### src/rtl/mem_arbiter_pkg.sv
// rtl/mem_arbiter_pkg.sv - shared types and grant helper for the fetch/data memory arbiter
package mem_arbiter_pkg;

    typedef enum logic [1:0] {
        IDLE,
        FETCH,
        DATA
    } arb_state_t;

    typedef enum logic {
        GNT_FETCH,
        GNT_DATA
    } grant_t;

    // Round-robin pick: on a tie the requester not served last wins.
    // Only meaningful when at least one requester is eligible.
    function automatic grant_t pick_grant(
        input logic   fetch_ok,
        input logic   data_ok,
        input grant_t last
    );
        if (fetch_ok && data_ok) begin
            return (last == GNT_FETCH) ? GNT_DATA : GNT_FETCH;
        end else if (data_ok) begin
            return GNT_DATA;
        end else begin
            return GNT_FETCH;
        end
    endfunction

endpackage

### src/rtl/mem_arbiter.sv
// rtl/mem_arbiter.sv - round-robin arbiter sharing one memory between fetch and data ports
module mem_arbiter
    import mem_arbiter_pkg::*;
#(
    parameter int n       = 16,
    parameter int TIMEOUT = 15
) (
    input  logic         clk,
    input  logic         reset,
    input  logic         if_req,
    input  logic [n-1:0] if_addr,
    output logic [n-1:0] if_rdata,
    output logic         if_ack,
    input  logic         d_req,
    input  logic         d_we,
    input  logic [n-1:0] d_addr,
    input  logic [n-1:0] d_wdata,
    output logic [n-1:0] d_rdata,
    output logic         d_ack,
    output logic         mem_req,
    output logic         mem_we,
    output logic [n-1:0] mem_addr,
    output logic [n-1:0] mem_wdata,
    input  logic [n-1:0] mem_rdata,
    input  logic         mem_ready,
    output logic         stall,
    output logic         err
);

    localparam int             WDW    = $clog2(TIMEOUT + 1);
    localparam logic [WDW-1:0] WD_MAX = WDW'(TIMEOUT);

    arb_state_t     state_q, state_d;
    grant_t         last_q, last_d;
    logic [WDW-1:0] wd_q, wd_d;

    logic           mem_req_d, mem_we_d;
    logic [n-1:0]   mem_addr_d, mem_wdata_d;
    logic           if_ack_d, d_ack_d, err_d;
    logic [n-1:0]   if_rdata_d, d_rdata_d;

    logic           if_elig, d_elig;
    grant_t         winner;

    // The ack cycle masks a still-high request so one request yields one access.
    assign if_elig = if_req && !if_ack;
    assign d_elig  = d_req && !d_ack;
    assign winner  = pick_grant(if_elig, d_elig, last_q);

    // Requester is stalled from request until its ack pulse.
    assign stall = (if_req && !if_ack) || (d_req && !d_ack);

    // Next-state logic: grant in IDLE, complete or abort in the grant states.
    always_comb begin
        state_d     = state_q;
        last_d      = last_q;
        wd_d        = wd_q;
        mem_req_d   = mem_req;
        mem_we_d    = mem_we;
        mem_addr_d  = mem_addr;
        mem_wdata_d = mem_wdata;
        if_rdata_d  = if_rdata;
        d_rdata_d   = d_rdata;
        if_ack_d    = 1'b0;
        d_ack_d     = 1'b0;
        err_d       = 1'b0;

        case (state_q)
            IDLE: begin
                // mem_ready is ignored here; only a fresh request starts an access.
                if (if_elig || d_elig) begin
                    mem_req_d = 1'b1;
                    wd_d      = '0;
                    last_d    = winner;
                    if (winner == GNT_DATA) begin
                        state_d     = DATA;
                        mem_we_d    = d_we;
                        mem_addr_d  = d_addr;
                        mem_wdata_d = d_wdata;
                    end else begin
                        state_d    = FETCH;
                        mem_we_d   = 1'b0;
                        mem_addr_d = if_addr;
                    end
                end
            end

            FETCH, DATA: begin
                // mem_ready takes priority over a timeout landing in the same cycle.
                if (mem_ready) begin
                    if (state_q == FETCH) begin
                        if_rdata_d = mem_rdata;
                        if_ack_d   = 1'b1;
                    end else begin
                        d_rdata_d = mem_rdata;
                        d_ack_d   = 1'b1;
                    end
                    mem_req_d = 1'b0;
                    mem_we_d  = 1'b0;
                    state_d   = IDLE;
                end else if (wd_q == WD_MAX) begin
                    // Abort: ack the stuck requester with err, leave its rdata alone.
                    if (state_q == FETCH) begin
                        if_ack_d = 1'b1;
                    end else begin
                        d_ack_d = 1'b1;
                    end
                    err_d     = 1'b1;
                    mem_req_d = 1'b0;
                    mem_we_d  = 1'b0;
                    state_d   = IDLE;
                end else begin
                    wd_d = wd_q + WDW'(1);
                end
            end

            default: begin
                state_d   = IDLE;
                mem_req_d = 1'b0;
                mem_we_d  = 1'b0;
            end
        endcase
    end

    // State and registered outputs; reset drops any access in flight silently.
    always_ff @(posedge clk) begin
        if (reset) begin
            state_q   <= IDLE;
            last_q    <= GNT_DATA;
            wd_q      <= '0;
            mem_req   <= 1'b0;
            mem_we    <= 1'b0;
            mem_addr  <= '0;
            mem_wdata <= '0;
            if_rdata  <= '0;
            d_rdata   <= '0;
            if_ack    <= 1'b0;
            d_ack     <= 1'b0;
            err       <= 1'b0;
        end else begin
            state_q   <= state_d;
            last_q    <= last_d;
            wd_q      <= wd_d;
            mem_req   <= mem_req_d;
            mem_we    <= mem_we_d;
            mem_addr  <= mem_addr_d;
            mem_wdata <= mem_wdata_d;
            if_rdata  <= if_rdata_d;
            d_rdata   <= d_rdata_d;
            if_ack    <= if_ack_d;
            d_ack     <= d_ack_d;
            err       <= err_d;
        end
    end

endmodule

### config.mk
export PLATFORM = sky130hd
export DESIGN_NAME = mem_arbiter
export DESIGN_NICKNAME = d
export VERILOG_FILES = /design/src/rtl/mem_arbiter_pkg.sv /design/src/rtl/mem_arbiter.sv
export SDC_FILE = /design/constraint.sdc
export NUM_CORES = 1
export LEC_CHECK = 0
export ABC_AREA = 1
export BUFFER_PORTS_ARGS = -buffer_cell sky130_fd_sc_hd__buf_2
export CORE_MARGIN = 4
export CORE_UTILIZATION = 46
export CTS_CLUSTER_DIAMETER = 40
export DETAILED_ROUTE_END_ITERATION = 10
export PLACE_DENSITY_LB_ADDON = 0.1
export SYNTH_ARGS = -nofsm -noshare
export SYNTH_HDL_FRONTEND = slang
export SYNTH_SLANG_ARGS = --single-unit
### constraint.sdc
create_clock -name clk -period 2.44 [get_ports clk]
set_input_delay 0.488 -clock clk [delete_from_list [all_inputs] [get_ports clk]]
set_output_delay 0.488 -clock clk [all_outputs]
set_load 0.1 [all_outputs]
==> load_flow_metrics.sql, run 1 <==
INSERT INTO impl_metrics (metric_group, metric, value, unit) VALUES
('final_layout', 'final_nets', '643', ''),
('place', 'dp.final_hpwl', '5690', 'um'),
('die', 'fp.dieH', '90.9', 'um'),
('critical_path', 'worst-path-buf-inv', '2', ''),
('min_path', 'hold_path_class', 'primary input to flop', ''),
('critical_path', 'r2r_start', 'state_q[0]', ''),
('synthesis', 'ys_top_cells_by_area', 'dfxtp_1 (48%), nor2_1 (16%), nand2_1 (8.9%)', ''),
('grt', 'globalRouteOverflowTotal', '0', ''),
('routing', 'detail_route.wl_per_cell', '12.2', 'um'),
('critical_path', 'critical_path.endpoint_type', 'flop', ''),
('place', 'dpl-instance-area', '3810', 'um2'),
('final_layout', 'areaGrowthSynthToFinish', '25.8', '%'),
('sta', 'rsz0062_at_grt', 'no', ''),
('min_path', 'hold_path_end', 'mem_wdata[10]', ''),
('synthesis', 'post_synth_num_cell_types', '26', ''),
('final_layout', 'post_route_cells_drive_above_1_share', '29.6', '%'),
('critical_path', 'max_stage_delay', '0.40', 'ns'),
('clock_tree', 'cts_buffers', '9', ''),
('synthesis', 'synth_area', '3160', 'um2'),
('routing', 'first_iter_violations', '124', ''),
('critical_path', 'worst_path_required_time', '2.68', 'ns'),
('routing', 'num_vias', '3041', ''),
('critical_path', 'worstRegToRegCells', '7', ''),
('grt', 'first_global_vias', '2795', ''),
('final_layout', 'layout_common_cells', 'buf_2 (139), nor2_1 (138), dfxtp_1 (76), nand2_1 (75), o21ai_0 (47)', ''),
('grt', 'grt_pass1_wl', '12900', 'um'),
('die', 'dieArea', '8260', 'um2'),
('sta', 'report.final.slew_viol_count', '0', ''),
('clock_tree', 'post-cts-setup-buffer-count', '0', ''),
('final_layout', 'most_common_cell_after_layout_fill_and_taps_aside', 'buf_2', ''),
('sta', 'final_hold_viol_count', '0', ''),
('place', 'final_weighted_congestion_in_routability_driven_placement', '0.784', ''),
('sta', 'max_slew_margin', '62.5', '%'),
('clock_tree', 'worstSkewPairLatency', '0.34', 'ns'),
('critical_path', 'setup.worst_path.start_class', 'flop', ''),
('critical_path', 'worstPathCellList', 'inv_1 -> ha_1 -> nand2_2 -> nor2_4 -> inv_2 -> nor2_1 -> nor2_1', ''),
('clock_tree', 'cts_hold_buf', '0', ''),
('die', 'start_util', '48.7', '%'),
('critical_path', 'regToRegEndpoint', 'd_rdata[4]', ''),
('critical_path', 'worstPathMaxFanout', '17', ''),
('die', 'io_pins', '140', ''),
('die', 'floorplan.rows', '29', ''),
('synthesis', 'synth_nets', '511', ''),
('critical_path', 'cpMostUsedCell', 'nor2_1', ''),
('min_path', 'hold_path_depth', '3', ''),
('sta', 'fin_skew', '0.0110', 'ns'),
('die', 'fp.dieW', '90.9', 'um'),
('run', 'cap_viol_max_count', '0', ''),
('critical_path', 'critical-path-slowest-cell', 'ha_1', ''),
('grt', 'grt_start_max_net_pins', '50', ''),
('pwr', 'power', '4.36', 'mW'),
('clock_tree', 'tritoncts', 'yes', ''),
('final_layout', 'antenna_diode_count', '0', ''),
('synthesis', 'synth_top_area_share', '48.1', '%'),
('routing', 'viasPerCell', '4.67', ''),
('sta', 'smallest_setup_slack_after_layout', '0.644', 'ns'),
('synthesis', 'synth_top_cell_by_area', 'dfxtp_1', ''),
('grt', 'antenna_found_initial', '0', ''),
('routing', 'drt.antenna.violating_nets', '0', ''),
('sta', 'setup_total_negative_slack', '0', 'ns'),
('min_path', 'holdCritStartpoint', 'd_wdata[10]', ''),
('place', 'place_ws', '0.626', 'ns'),
('clock_tree', 'post_cts_resized', '0', ''),
('sta', 'final.min_clock_period', '1.80', 'ns'),
('clock_tree', 'clk_path_buf_depth', '2', ''),
('synthesis', 'yosysWarnings', '0', ''),
('clock_tree', 'cts-root-buf', 'clkbuf_8', ''),
('sta', 'timing.final.crit_share', '73.6', '%'),
('synthesis', 'postSynthRegisterBits', '76', ''),
('outcome', 'result_of_the_run', 'finished, final reports clean', ''),
('sta', 'worst_pin_slew', '0.561', 'ns');
cell type report:
| type | instances | area [um2] |
|---|---|---|
| Clock buffer | 11 | 141 |
| Clock inverter | 4 | 26.3 |
| Fill cell | 648 | 2520 |
| Inverter | 36 | 143 |
| Multi-Input combinational cell | 307 | 1350 |
| Sequential cell | 76 | 1520 |
| Tap cell | 77 | 96.3 |
| Timing Repair Buffer | 140 | 703 |
state kept, by name, summed over array words and instances, names as in the netlist, 2 cells and up:
name       flops
wd_q           4
state_q        2
mem_wdata     16
if_rdata      16
d_rdata       16
mem_addr      16
power breakdown:
part           switching (mW)  internal [mW]  total [mW]
sequential             0.0921           1.43        1.52
combinational            1.68          0.339        2.02
clock                   0.435          0.390       0.825
total                    2.21           2.15        4.36
synth_stat cells, drive strengths merged:
cell type and instances:
clkbuf 8, nand4 1, or2 1, inv 36
ha 3, dfxtp 76, nor2 141, a21oi 5
buf 11, o21ai 48, nand2 79, xor2 1
nand3 27, nor4 1
worst max-delay path by stage:
| stage | startpoint | endpoint |
|---|---|---|
| after floorplan | d_ack | mem_addr[15] |
| after global placement | state_q[0] | d_rdata[6] |
| after detailed placement | state_q[0] | d_rdata[0] |
| after CTS | state_q[0] | d_rdata[0] |
| after global routing | state_q[0] | d_rdata[0] |
| final | state_q[0] | d_rdata[4] |
layer usage:
| metal | track usage [%] | routed length [um] | vias to the layer above |
|---|---|---|---|
| met2 | 29.4 | 3390 | 112 |
| met1 | 24.5 | 3730 | 1302 |
| li1 | - | - | 1618 |
| met4 | 7.54 | 132 | 0 |
| met3 | 5.83 | 699 | 9 |
| met5 | 0 | 0 | - |
per-stage QoR:
step | cells | hold WS, ns | utilization, %
3_3_place_gp | 636 | 0.446 | 58.7
3_5_place_dp | 636 | 0.456 | 58.7
2_1_floorplan | 438 | 0.441 | -
5_1_grt | 651 | 0.366 | 61.2
4_1_cts | 651 | 0.354 | 61.2
6_report | 651 | 0.365 | 61.2
worst register-to-register path: cells and delay by family, from the launching register on:
family / cells / cell delay [ns]
buffers and inverters: 2 / 0.28
and+or+nand+nor: 4 / 0.66
DFF: 1 / 0.36
adders and majority gates: 1 / 0.40
kinds of logic (layout without fill, tap and decap cells):
kind of cell	after synthesis	after routing	share of synthesized area, %
flip-flops	76	76	48.1
AND/OR/NAND/NOR	250	250	32.6
AO/OA/AOI/OAI	53	53	8.51
buffers and inverters	55	191	9.30
XOR/XNOR	1	1	0.277
adder cells (fa/ha/maj)	3	3	1.19
Note: power is estimated with default switching activity, not from simulation.
==> run 2, diff against run 1 <==
--- a/config.mk
+++ b/config.mk
@@ -8,7 +8,7 @@
 export ABC_AREA = 1
 export BUFFER_PORTS_ARGS = -buffer_cell sky130_fd_sc_hd__buf_2
 export CORE_MARGIN = 4
-export CORE_UTILIZATION = 46
+export CORE_UTILIZATION = 42
 export CTS_CLUSTER_DIAMETER = 40
 export DETAILED_ROUTE_END_ITERATION = 10
 export PLACE_DENSITY_LB_ADDON = 0.1
==> constraint.sdc (replaced) <==
create_clock -name clk -period 1.5 [get_ports clk]
set_input_delay 0.3 -clock clk [delete_from_list [all_inputs] [get_ports clk]]
set_output_delay 0.3 -clock clk [all_outputs]
set_load 0.1 [all_outputs]
==> load_flow_metrics.sql, run 2 (synthesis results as in run 1) <==
INSERT INTO impl_metrics (metric_group, metric, value, unit) VALUES
('clock_tree', 'cts-root-buf', 'clkbuf_8', ''),
('die', 'fp.dieH', '94.8', 'um'),
('die', 'io_pins', '140', ''),
('place', 'final_weighted_congestion_in_routability_driven_placement', '0.820', ''),
('critical_path', 'worst_path_required_time', '1.20', 'ns'),
('critical_path', 'worst-r2r-setup-slack', '0.13', 'ns'),
('final_layout', 'antenna_diode_count', '0', ''),
('die', 'fp.coreArea', '7290', 'um2'),
('sta', 'final_hold_viol_count', '0', ''),
('critical_path', 'critical-path-slowest-cell', 'buf_2', ''),
('grt', 'globalRouteOverflowTotal', '0', ''),
('sta', 'max_slew_margin', '66.6', '%'),
('place', 'placed_cells_incl_taps', '668', ''),
('critical_path', 'worstSetupPathType', 'flop to output port', ''),
('min_path', 'holdCritStartpoint', 'd_wdata[9]', ''),
('place', 'place_ws', '-0.00423', 'ns'),
('sta', 'report.final.slew_viol_count', '0', ''),
('clock_tree', 'clk_path_buf_depth', '2', ''),
('sta', 'setup-violations-final', '0', ''),
('critical_path', 'r2r_start', 'state_q[1]', ''),
('sta', 'achievable-frequency', '0.701', 'GHz'),
('die', 'start_util', '43.4', '%'),
('critical_path', 'setup.worst_path.start_class', 'flop', ''),
('critical_path', 'worst-path-buf-inv', '1', ''),
('routing', 'first_pass_iters', '4', ''),
('final_layout', 'final_standard_cell_utilization_of_the_core', '57.8', '%'),
('pwr', 'power-per-cell-area', '1770', 'nW/um2'),
('clock_tree', 'worstSkewPairLatency', '0.34', 'ns'),
('critical_path', 'critPathTopFamily', 'buffers and inverters', ''),
('routing', 'drc_errors', '0', ''),
('min_path', 'hold_path_end', 'mem_wdata[9]', ''),
('routing', 'first_iter_violations', '124', ''),
('critical_path', 'max_stage_delay', '0.43', 'ns'),
('final_layout', 'finalNonFillerCells', '684', ''),
('routing', 'num_vias', '3109', ''),
('routing', 'viasPerCell', '4.55', ''),
('grt', 'antenna_found_initial', '0', ''),
('die', 'floorplan.rows', '31', ''),
('clock_tree', 'cts_buffers', '9', ''),
('outcome', 'result_of_the_run', 'finished, final reports clean', ''),
('sta', 'worst_pin_slew', '0.505', 'ns'),
('clock_tree', 'clkSinkCount', '76', ''),
('die', 'dieArea', '8980', 'um2'),
('clock_tree', 'worst_setup_hold_path_clk_slew', '0.09', 'ns'),
('min_path', 'hold_path_depth', '3', ''),
('clock_tree', 'post-cts-setup-buffer-count', '0', ''),
('place', 'dp.final_hpwl', '5860', 'um'),
('routing', 'routed_wl', '7870', 'um'),
('final_layout', 'areaGrowthSynthToFinish', '33.3', '%'),
('final_layout', 'final_nets', '653', ''),
('pwr', 'max-vdd-ir-drop', '0.928', 'mV'),
('grt', 'grt_start_max_net_pins', '54', ''),
('min_path', 'hold_path_class', 'primary input to flop', ''),
('place', 'io_buffers', '139', ''),
('final_layout', 'fillers', '751', ''),
('final_layout', 'post_route_cells_drive_above_1_share', '33.0', '%'),
('critical_path', 'worstPathMaxFanout', '2', ''),
('sta', 'fin_skew', '0.0138', 'ns'),
('final_layout', 'most_common_cell_after_layout_fill_and_taps_aside', 'buf_2', ''),
('routing', 'drt.antenna.violating_nets', '0', ''),
('sta', 'rsz0062_at_grt', 'no', ''),
('critical_path', 'worstPathCellList', 'buf_2', ''),
('pwr', 'cellLeakagePower', '2.29', 'nW'),
('clock_tree', 'tritoncts', 'yes', ''),
('critical_path', 'critical_path.endpoint_type', 'output port', ''),
('clock_tree', 'clock_tree.htree_level_count', '3', ''),
('run', 'cap_viol_max_count', '0', ''),
('grt', 'grt_pass1_wl', '13000', 'um'),
('die', 'fp.dieW', '94.8', 'um'),
('sta', 'final.min_clock_period', '1.43', 'ns'),
('critical_path', 'regToRegEndpoint', 'd_rdata[3]', ''),
('sta', 'smallest_setup_slack_after_layout', '0.0739', 'ns'),
('critical_path', 'critical_path_arrival', '1.13', 'ns'),
('final_layout', 'layout_common_cells', 'buf_2 (138), nor2_1 (136), dfxtp_1 (74), nand2_1 (73), o21ai_0 (47)', ''),
('sta', 'timing.final.crit_share', '95.1', '%'),
('sta', 'setup_total_negative_slack', '0', 'ns'),
('grt', 'first_global_vias', '2929', ''),
('critical_path', 'worstRegToRegCells', '7', ''),
('grt', 'grt.total_usage', '17.9', '%'),
('routing', 'detail_route.wl_per_cell', '11.5', 'um');
## run 2: changes by cell type in the layout (fill, tap and decap cells not counted), sizes merged
| cell | before | now |
|---|---|---|
| buf | 140 | 150 |
| inv | 36 | 39 |
| clkbuf | 11 | 9 |
| bufinv | 0 | 1 |
| clkinv | 3 | 2 |
## run 2: worst max path at each step
stage | cells after the start | from | endpoint
floorplan | 10 | d_ack | mem_addr[15]
global placement | 10 | state_q[1] | wd_q[2]
detailed placement | 10 | state_q[0] | wd_q[2]
CTS | 10 | state_q[0] | wd_q[2]
global route | 11 | state_q[1] | wd_q[2]
finish | 1 | if_rdata[8] | if_rdata[8]
## run 2: metrics by stage
step | hold slack [ns] | power, mW | area [um2]
5_1_grt | 0.162 | 7.88 | 4210
2_1_floorplan | 0.378 | 5.35 | 3190
3_5_place_dp | 0.449 | 5.91 | 3980
4_1_cts | 0.159 | 7.52 | 4190
6_report | 0.180 | 7.47 | 4210
3_3_place_gp | 0.449 | 5.88 | 3980
## run 2: report_power, final
part,switching [mW],internal (mW)
Clock,0.795,0.792
Combinational,2.76,0.660
Sequential,0.148,2.32
Total,3.71,3.77
## run 2: layout make-up
| cell class | instances | area (um2) | share of cell area [%] |
|---|---|---|---|
| clock buffers | 9 | 124 | 2.94 |
| flip-flops and latches | 76 | 1530 | 36.3 |
| well taps | 99 | 124 | 2.94 |
| clock inverters | 7 | 81.3 | 1.93 |
| repair buffers | 150 | 818 | 19.4 |
| multi-input cells | 307 | 1400 | 33.1 |
| inverters | 36 | 143 | 3.38 |
## run 2: what timing repair did
item	4_1_cts	5_1_grt
hold buffers	0	0
resized for setup	1	5
endpoints found under the setup margin	2	18
pin swaps	0	0
## run 2: per-layer routing
| layer | track usage (%) | wire (um) |
|---|---|---|
| met4 | 7.57 | 146 |
| met3 | 4.86 | 676 |
| met5 | 0 | 0 |
| met1 | 21.6 | 3470 |
| met2 | 30.0 | 3580 |
